## src/rtl/regfile_scoreboard_if.sv

```systemverilog
// Decode/writeback bundle for the register file scoreboard.
// Decode and writeback drive through master; the register file uses slave.
interface regfile_scoreboard_if #(
    parameter int XLEN  = 32,
    parameter int NREGS = 32
);
    localparam int AW = $clog2(NREGS);

    logic [AW-1:0]   rs1;
    logic [AW-1:0]   rs2;
    logic            use_rs1;
    logic            use_rs2;
    logic [XLEN-1:0] ru1;
    logic [XLEN-1:0] ru2;
    logic            wr_en;
    logic [AW-1:0]   rd;
    logic [XLEN-1:0] data_wr;
    logic            issue_en;
    logic [AW-1:0]   issue_rd;
    logic            flush;
    logic            busy1;
    logic            busy2;
    logic            hazard;
    logic            issue_stall;
    logic [AW-1:0]   dbg_addr;
    logic [XLEN-1:0] dbg_data;

    // Handshake: an issue is accepted on a rising edge when issue_en=1 and
    // issue_stall=0; a stalled issue is dropped and must be held by decode.
    // wr_en is a retire strobe with no back-pressure.
    modport master (
        output rs1, rs2, use_rs1, use_rs2, wr_en, rd, data_wr,
               issue_en, issue_rd, flush, dbg_addr,
        input  ru1, ru2, busy1, busy2, hazard, issue_stall, dbg_data
    );

    modport slave (
        input  rs1, rs2, use_rs1, use_rs2, wr_en, rd, data_wr,
               issue_en, issue_rd, flush, dbg_addr,
        output ru1, ru2, busy1, busy2, hazard, issue_stall, dbg_data
    );
endinterface

```

## src/rtl/regfile_scoreboard.sv

```systemverilog
// Integer register file with two combinational read ports, one write port,
// optional write-to-read bypass and per-register pending-write counters.
module regfile_scoreboard #(
    parameter int XLEN   = 32,
    parameter int NREGS  = 32,
    parameter int PEND_W = 2,
    parameter int BYPASS = 1
) (
    input  logic                 clk,
    input  logic                 rst_n,
    regfile_scoreboard_if.slave  bus
);
    localparam int AW = $clog2(NREGS);
    localparam logic [PEND_W-1:0] CNT_MAX = {PEND_W{1'b1}};
    localparam logic [PEND_W-1:0] CNT_ONE = PEND_W'(1);
    localparam logic [AW-1:0]     ADDR_ZERO = '0;
    localparam bit                BYP_ON = (BYPASS != 0);

    logic [XLEN-1:0]   r_regs [NREGS];
    logic [PEND_W-1:0] r_cnt  [NREGS];

    logic w_wr_act;
    logic w_stall;
    logic w_inc;
    logic w_dec;
    logic w_byp1;
    logic w_byp2;
    logic w_busy1;
    logic w_busy2;

    assign w_wr_act = bus.wr_en && (bus.rd != ADDR_ZERO);

    // A retire to the same register in the same cycle frees a slot, so a
    // saturated counter only stalls when no matching write is retiring.
    assign w_stall = (bus.issue_rd != ADDR_ZERO) &&
                     (r_cnt[bus.issue_rd] == CNT_MAX) &&
                     !(bus.wr_en && (bus.rd == bus.issue_rd));

    assign w_inc = bus.issue_en && (bus.issue_rd != ADDR_ZERO) && !w_stall;
    assign w_dec = w_wr_act && (r_cnt[bus.rd] != '0);

    assign w_byp1 = BYP_ON && w_wr_act && (bus.rd == bus.rs1);
    assign w_byp2 = BYP_ON && w_wr_act && (bus.rd == bus.rs2);

    // Only the last outstanding write may resolve the hazard through bypass.
    assign w_busy1 = (r_cnt[bus.rs1] != '0) &&
                     !(w_byp1 && (r_cnt[bus.rs1] == CNT_ONE));
    assign w_busy2 = (r_cnt[bus.rs2] != '0) &&
                     !(w_byp2 && (r_cnt[bus.rs2] == CNT_ONE));

    assign bus.ru1         = w_byp1 ? bus.data_wr : r_regs[bus.rs1];
    assign bus.ru2         = w_byp2 ? bus.data_wr : r_regs[bus.rs2];
    assign bus.busy1       = w_busy1;
    assign bus.busy2       = w_busy2;
    assign bus.hazard      = (bus.use_rs1 && w_busy1) || (bus.use_rs2 && w_busy2);
    assign bus.issue_stall = w_stall;
    assign bus.dbg_data    = r_regs[bus.dbg_addr];

    // Register 0 is never written, so it stays at its reset value of zero.
    always_ff @(posedge clk or negedge rst_n) begin
        if (!rst_n) begin
            for (int i = 0; i < NREGS; i++) begin
                r_regs[i] <= '0;
            end
        end else if (w_wr_act) begin
            r_regs[bus.rd] <= bus.data_wr;
        end
    end

    // Flush wins over inc/dec; an inc and dec on one register cancel out.
    always_ff @(posedge clk or negedge rst_n) begin
        if (!rst_n) begin
            for (int i = 0; i < NREGS; i++) begin
                r_cnt[i] <= '0;
            end
        end else if (bus.flush) begin
            for (int i = 0; i < NREGS; i++) begin
                r_cnt[i] <= '0;
            end
        end else begin
            for (int i = 0; i < NREGS; i++) begin
                if (w_inc && (bus.issue_rd == AW'(i)) &&
                    !(w_dec && (bus.rd == AW'(i)))) begin
                    r_cnt[i] <= r_cnt[i] + CNT_ONE;
                end else if (w_dec && (bus.rd == AW'(i)) &&
                             !(w_inc && (bus.issue_rd == AW'(i)))) begin
                    r_cnt[i] <= r_cnt[i] - CNT_ONE;
                end
            end
        end
    end
endmodule

```

## src/flat_wrapper.sv

```systemverilog
// flat-port wrapper written by rule: the top's interface ports become plain ports
module regfile_scoreboard_flat 
#(
    parameter int XLEN   = 32,
    parameter int NREGS  = 32,
    parameter int PEND_W = 2,
    parameter int BYPASS = 1
)
  (clk, rst_n, bus_rs1, bus_rs2, bus_use_rs1, bus_use_rs2, bus_wr_en, bus_rd, bus_data_wr, bus_issue_en, bus_issue_rd, bus_flush, bus_dbg_addr, bus_ru1, bus_ru2, bus_busy1, bus_busy2, bus_hazard, bus_issue_stall, bus_dbg_data);
  regfile_scoreboard_if #(.XLEN(XLEN), .NREGS(NREGS)) bus_i ();
  input  logic clk;
  input  logic rst_n;
  input wire logic [$bits(bus_i.rs1)-1:0] bus_rs1;
  input wire logic [$bits(bus_i.rs2)-1:0] bus_rs2;
  input wire logic [$bits(bus_i.use_rs1)-1:0] bus_use_rs1;
  input wire logic [$bits(bus_i.use_rs2)-1:0] bus_use_rs2;
  input wire logic [$bits(bus_i.wr_en)-1:0] bus_wr_en;
  input wire logic [$bits(bus_i.rd)-1:0] bus_rd;
  input wire logic [$bits(bus_i.data_wr)-1:0] bus_data_wr;
  input wire logic [$bits(bus_i.issue_en)-1:0] bus_issue_en;
  input wire logic [$bits(bus_i.issue_rd)-1:0] bus_issue_rd;
  input wire logic [$bits(bus_i.flush)-1:0] bus_flush;
  input wire logic [$bits(bus_i.dbg_addr)-1:0] bus_dbg_addr;
  output wire logic [$bits(bus_i.ru1)-1:0] bus_ru1;
  output wire logic [$bits(bus_i.ru2)-1:0] bus_ru2;
  output wire logic [$bits(bus_i.busy1)-1:0] bus_busy1;
  output wire logic [$bits(bus_i.busy2)-1:0] bus_busy2;
  output wire logic [$bits(bus_i.hazard)-1:0] bus_hazard;
  output wire logic [$bits(bus_i.issue_stall)-1:0] bus_issue_stall;
  output wire logic [$bits(bus_i.dbg_data)-1:0] bus_dbg_data;
  assign bus_i.rs1 = bus_rs1;
  assign bus_i.rs2 = bus_rs2;
  assign bus_i.use_rs1 = bus_use_rs1;
  assign bus_i.use_rs2 = bus_use_rs2;
  assign bus_i.wr_en = bus_wr_en;
  assign bus_i.rd = bus_rd;
  assign bus_i.data_wr = bus_data_wr;
  assign bus_i.issue_en = bus_issue_en;
  assign bus_i.issue_rd = bus_issue_rd;
  assign bus_i.flush = bus_flush;
  assign bus_i.dbg_addr = bus_dbg_addr;
  assign bus_ru1 = bus_i.ru1;
  assign bus_ru2 = bus_i.ru2;
  assign bus_busy1 = bus_i.busy1;
  assign bus_busy2 = bus_i.busy2;
  assign bus_hazard = bus_i.hazard;
  assign bus_issue_stall = bus_i.issue_stall;
  assign bus_dbg_data = bus_i.dbg_data;
  regfile_scoreboard #(.XLEN(XLEN), .NREGS(NREGS), .PEND_W(PEND_W), .BYPASS(BYPASS)) u_core (.clk(clk), .rst_n(rst_n), .bus(bus_i));
endmodule
```

## config.mk

```make
export PLATFORM = sky130hd
export DESIGN_NAME = regfile_scoreboard_flat
export DESIGN_NICKNAME = d
export VERILOG_FILES = /design/src/rtl/regfile_scoreboard_if.sv /design/src/rtl/regfile_scoreboard.sv /design/src/flat_wrapper.sv
export SDC_FILE = /design/constraint.sdc
export NUM_CORES = 2
export LEC_CHECK = 0
export CORE_MARGIN = 5
export CORE_UTILIZATION = 59
export DETAILED_ROUTE_END_ITERATION = 12
export DONT_BUFFER_PORTS = 1
export HOLD_SLACK_MARGIN = 0.1
export PLACE_DENSITY = 0.88
export SETUP_SLACK_MARGIN = 0.5
export SYNTH_ARGS = -nofsm -noshare
export SYNTH_HDL_FRONTEND = slang
export SYNTH_SLANG_ARGS = --single-unit
```

## constraint.sdc

```tcl
create_clock -name clk -period 3 [get_ports clk]
set_clock_uncertainty 0.1 [all_clocks]
set_input_delay 0.45 -clock clk [delete_from_list [all_inputs] [get_ports clk]]
set_output_delay 0.45 -clock clk [all_outputs]
set_load 0.02 [all_outputs]
```

* After elaboration in Yosys (flattened, before gate mapping)
Cells that the tools add are included.
Word-level totals: register bits after elaboration 1088, input bits 64, output and inout bits 100, word-level logic and storage cells 550
Operators by class: add/sub/neg operators 64, order comparisons 6, equality and inequality tests 68, muxes and demuxes 91, bitwise gates (word level) 5, reduce and logical (&&, ||, !) cells 252
Operators by type and width (number):
- bitwise mux 1024 bit | 1
- binary-select mux 32 bit (select 5 bit) | 3
- two-way mux 32 bit | 9
- demux 32 bit (select 5 bit) | 1
- equality test 5 bit (second input constant) | 32
- logical AND 1 bit | 144
- two-way mux 2 bit | 72
- nonzero test 3 bit | 32
- equality test 5 x 4 -> 1 bit (second input constant) | 16
- zero test 1 bit | 68
- adder 2 x 1 -> 2 bit (second input constant) | 32
- two-way mux 64 bit | 1
- subtractor 2 x 1 -> 2 bit (second input constant) | 32
- binary-select mux 2 bit (select 5 bit) | 4
- equality test 5 x 3 -> 1 bit (second input constant) | 8
- >= comparator 6 bit (second input constant) | 5
- inverter 5 -> 6 bit | 5
- equality test 5 x 2 -> 1 bit (second input constant) | 4
- equality test 5 bit | 3
- equality test 5 x 1 -> 1 bit (second input constant) | 2
- zero test 5 bit | 2
- nonzero test 5 bit | 2
- < comparator 6 x 1 -> 1 bit (second input constant) | 1
- nonzero test 2 bit | 3
- 3 further kinds | 4

* Longest topological paths before layout
word-level depth 15, gate-level depth with buffers 11, gate-level depth less buffers 7

* Worst setup path before layout
OpenSTA, ideal clock, no wires.
path type input -> output, start point input port bus_rs2[0], end point output port bus_hazard, arrival time 2.790 ns, required time 2.450 ns, slack -0.340 ns, stages 8, path buffers 3, cells stage by stage clkbuf_1 buf_2 clkbuf_1 mux4_2 mux4_2 mux2i_1 o21ai_0 a22o_1
Between the ends: longest elaborated chain between the ends 10, elaborated cells between the ends (all ways) 13, classes of those cells eq/ne: 2; mux: 3; bitwise: 1; reduce/logical: 7
Ends and longest elaborated chain:
- from (decl) | line flat_wrapper.sv:14 | input wire logic [$bits(bus_i.rs2)-1:0] bus_rs2;
- inverter 5 -> 6 bit (not written as such) | line regfile_scoreboard.sv:48, regfile_scoreboard.sv:49
- binary-select mux 2 bit (select 5 bit) | line regfile_scoreboard.sv:48, regfile_scoreboard.sv:49
- two-way mux 2 bit (not written as such) (2 in a row) | line regfile_scoreboard.sv:48, regfile_scoreboard.sv:49
- equality test 2 x 1 -> 1 bit | line regfile_scoreboard.sv:49 | !(w_byp2 && (r_cnt[bus.rs2] == CNT_ONE));
- logical AND 1 bit | line regfile_scoreboard.sv:49
- zero test 1 bit | line regfile_scoreboard.sv:49
- logical AND 1 bit (*) | line regfile_scoreboard.sv:48 | assign w_busy2 = (r_cnt[bus.rs2] != '0) &&
- named net bus_busy2 | line flat_wrapper.sv:27 | output wire logic [$bits(bus_i.busy2)-1:0] bus_busy2;
- logical AND 1 bit (*) | line regfile_scoreboard.sv:55 | assign bus.hazard = (bus.use_rs1 && w_busy1) || (bus.use_rs2 && w_busy2);
- logical OR 1 bit (*) | line regfile_scoreboard.sv:55
- to (decl) | line flat_wrapper.sv:28 | output wire logic [$bits(bus_i.hazard)-1:0] bus_hazard;
The timed path passes the listed nets; every way through them passes the cells marked *. The select of a mux whose other input is x is not followed.

* Worst setup path in the final report
start point input port bus_rs2[0], end point output port bus_ru2[23]
Between the ends: longest elaborated chain between the ends 5, elaborated cells between the ends (all ways) 7, classes of those cells eq/ne: 1; mux: 4; bitwise: 1; reduce/logical: 1
Ends and longest elaborated chain:
- inverter 5 -> 6 bit (not written as such) | line regfile_scoreboard.sv:52 | assign bus.ru2 = w_byp2 ? bus.data_wr : r_regs[bus.rs2];
- binary-select mux 32 bit (select 5 bit) | line regfile_scoreboard.sv:52
- two-way mux 32 bit (not written as such) (2 in a row) | line regfile_scoreboard.sv:52
- two-way mux 32 bit (*) | line regfile_scoreboard.sv:52
- to (decl) | line flat_wrapper.sv:25 | output wire logic [$bits(bus_i.ru2)-1:0] bus_ru2;
Mark *: on every way between the ends. The rest lies on a longest branch, timed or not. The select of a mux whose other input is x is not followed.

==> summary.md <==
| Metric | Value |
|---|---|
| Fin crit share | 1.231 |
| Most frequent cells in the layout | 1053 x dfrtp_1, 1010 x mux4_2, 864 x mux2_2 |
| Synth Cell Area | between 60000 and 70000 um2 |
| Synth area leader | dfrtp_1 |
| Fmax | around 270 MHz |
| Layout Utilization | 0.6733 |
| Status | complete, but fails checks |
| Die width | 349.5 um |
| GR Util All Layers | 0.3556 |
| Unrepaired setup endpoints after global routing | yes |
| Longest Clk Path Bufs | 3 |
| Nets | 4647 |
| Hold path startpoint | bus_rd[1] |
| Worst VDD drop | around 500 uV |
| Final Max Tran Viols | 75 |
| Failing checks | slew limit, setup timing |
| Share of cells above drive strength 1 | 0.5719 |
| CTS tree | yes |
| Starting Density | 0.5947 |
| Non-Filler Instances | 6194 |
| Worst slew pin tran | 1587 ps |
| Hold Crit Depth | 3 |
| Inst Count DP | 5758 |
| Setup TNS | -25100 ps |
| Hold Path Class | in2reg |
| Total routed wirelength | 224500 um |
| Static leakage | about 0.032 uW |
| Crit path DAT | 3140 ps |
| Vias per cell | about 8 |
| Core Box Area | 114300 um2 |
| Final setup fails | 99 |
| Power Dens Cells | 616.5 nW/um2 |
| TritonCTS Buffers | approximately 110 |
| Max-cap viol count | 0 |
| Reg2Reg Depth | 10 |
| Initial DRC Count | 7991 |
| RR Startpoint | u_core.r_cnt[44] |
| Final WS setup | -692.2 ps |
| WHS Endpoint | u_core.r_cnt[42] |
| Async SR Flop Fraction | 1.000 |
| Die Span Y | 349.5 um |
| Worst-skew pair later-pin latency | 740 ps |
| Synthesis warning total | 0 |
| Area contributors post-synth | dfrtp_1 40%, mux4_2 33%, mux2_2 15%, nand2_1 2.9%, clkbuf_1 2.1% |
| Post-route DRC | 0 |
| TritonCTS Sinks | 1088 |
| Avg WL per Cell | 36.24 um |
| Worst R2R Setup Slack | 140 ps |
| Vias in the first global route | roughly 50000 |
| Syn Area/Cell | 14.68 um2 |
| Number of synthesized flops with an enable pin | 0 |
| Total power | 47460 uW |
| Synth unique cells | 57 |
| Reg-to-Reg End | u_core.r_cnt[44] |
| Initial antenna violation count | 3 |
| Port Buffer Count | 0 |
| Seq cells post-synth | 1088 |
| ANT nets after route | 0 |
| DR pass1 iterations | 11 |
| DR vias | 49382 |
| Largest net degree at the start of global routing | 1089 |
| Post-Syn Nets | 4696 |
| Die area | 122100 um2 |
| Crit Path Category | in2out |
| Critical Path End Type | output pin |
| Top-area cell type share of the netlist area | 0.4004 |
| H-tree depth | 3 |
| Hold Fails Final Rpt | 0 |
| Register area share after synthesis | 0.4004 |
| Detailed placer's ending HPWL | between 100000 and 150000 um |
| WP data required | around 2500 ps |
| Crit-path max FO | 273 |
| GP Congestion | 0.9219 |
| Syn Inst Count | between 4000 and 5000 |
| Num ports | 164 |
| Rows | 124 |
| First-pass GRT wire length | ~330000 um |
| Clock Root Buffer | clkbuf_16 |
| Commonest non-fill, non-tap cell in the layout | dfrtp_1 |
| Total gr overflow | 0 |
| Fillers | 6779 |
| Area delta synth->final | 13.21% |
| Worst-path clk slew | 60 ps |
| Most used DFF post-synth | dfrtp_1 |
| Crit start category | input port |
| Minimum clock period | 3692 ps |
| Relative max-transition margin | -0.05821 |
## synthesized netlist by cell type (18+ instances only)
cell and count:
nand2_1 523, a21oi_1 42, o22ai_1 18, buf_2 48
mux4_2 1009, nor3_1 32, nand3_1 19, mux2i_1 77
nor2_1 75, dfrtp_1 1088, clkbuf_1 382, o21ai_0 97
nand2b_1 23, mux2_2 896, and3_1 19, buf_1 93
xor2_1 20
## state kept, by name, summed over array words and instances, names as in the netlist
register and count:
u_core.r_cnt 64, u_core.r_regs 1024
## per-layer routing
| metal | vias to the layer above | global-route usage | part of all wire |
|---|---|---|---|
| li1 | 18084 | - | - |
| met5 | - | 0 | 0.000058 |
| met4 | 2 | 0.2357 | 0.092 |
| met3 | 1509 | 0.1157 | 0.14 |
| met1 | 25058 | 0.4474 | 0.31 |
| met2 | 4729 | 0.5344 | 0.45 |
## how the worst max path moves through the flow
stage	to	from	slack [ps]
6_report	bus_ru2[23]	bus_rs2[0]	-690
4_1_cts	bus_hazard	u_core.r_cnt[8]	-330
5_1_grt	bus_hazard	u_core.r_cnt[5]	-680
2_1_floorplan	bus_hazard	bus_rs2[0]	80
3_3_place_gp	bus_ru2[3]	bus_rd[3]	180
3_5_place_dp	bus_ru2[3]	bus_rs2[0]	70
## worst max-delay path: stages
cell and delay (ps):
mux4_2 930, mux4_2 530, mux2i_1 200, buf_4 180
o21ai_2 70, buf_6 140
## cell families after synthesis
group,after synthesis,synth area share
and+or+nand+nor,771,0.04854
muxes,1983,0.4943
xor gates and xnor gates,39,0.006845
DFF,1088,0.4004
AOI/OAI and AO/OA,217,0.01936
buffers and inverters,534,0.03058
## per-stage QoR
stage	hold WS [ps]	instance area [um2]	worst slack (ps)
floorplan	54.41	68690	79.69
global placement	153.2	69600	178.3
detailed placement	156.8	69600	72.82
CTS	-608.9	75530	-328.5
global route	137.9	76980	-680.2
finish	153.5	76980	-692.2
## report_power, final
group / switching (uW) / leakage [uW] / internal (uW)
Sequential: 2790 / 0.0140 / 17300
Combinational: 4380 / 0.0161 / 7710
Clock: 6410 / 0.00198 / 8890
Total: 13600 / 0.0321 / 33900
## cell type report
type	instances	area [um2]	area share
Timing Repair Buffer	361	3669	0.04765
Tap cell	1512	1892	0.02457
Clock buffer	154	3252	0.04224
Multi-Input combinational cell	3010	40130	0.5212
Clock inverter	59	738.2	0.009589
Antenna cell	1	2.502	0.00003251
Inverter	9	33.78	0.0004388
Sequential cell	1088	27270	0.3542
## what timing repair did
action | in CTS | in global routing
hold buffers | 43 | 1
pin swaps | 26 | 48
resized for setup | 193 | 142
endpoints found under the hold margin | 2144 | 257
setup buffers | 89 | 80
endpoints found under the setup margin | 123 | 416
cloned | 1 | 3
Note: power is estimated with default switching activity, not from simulation.
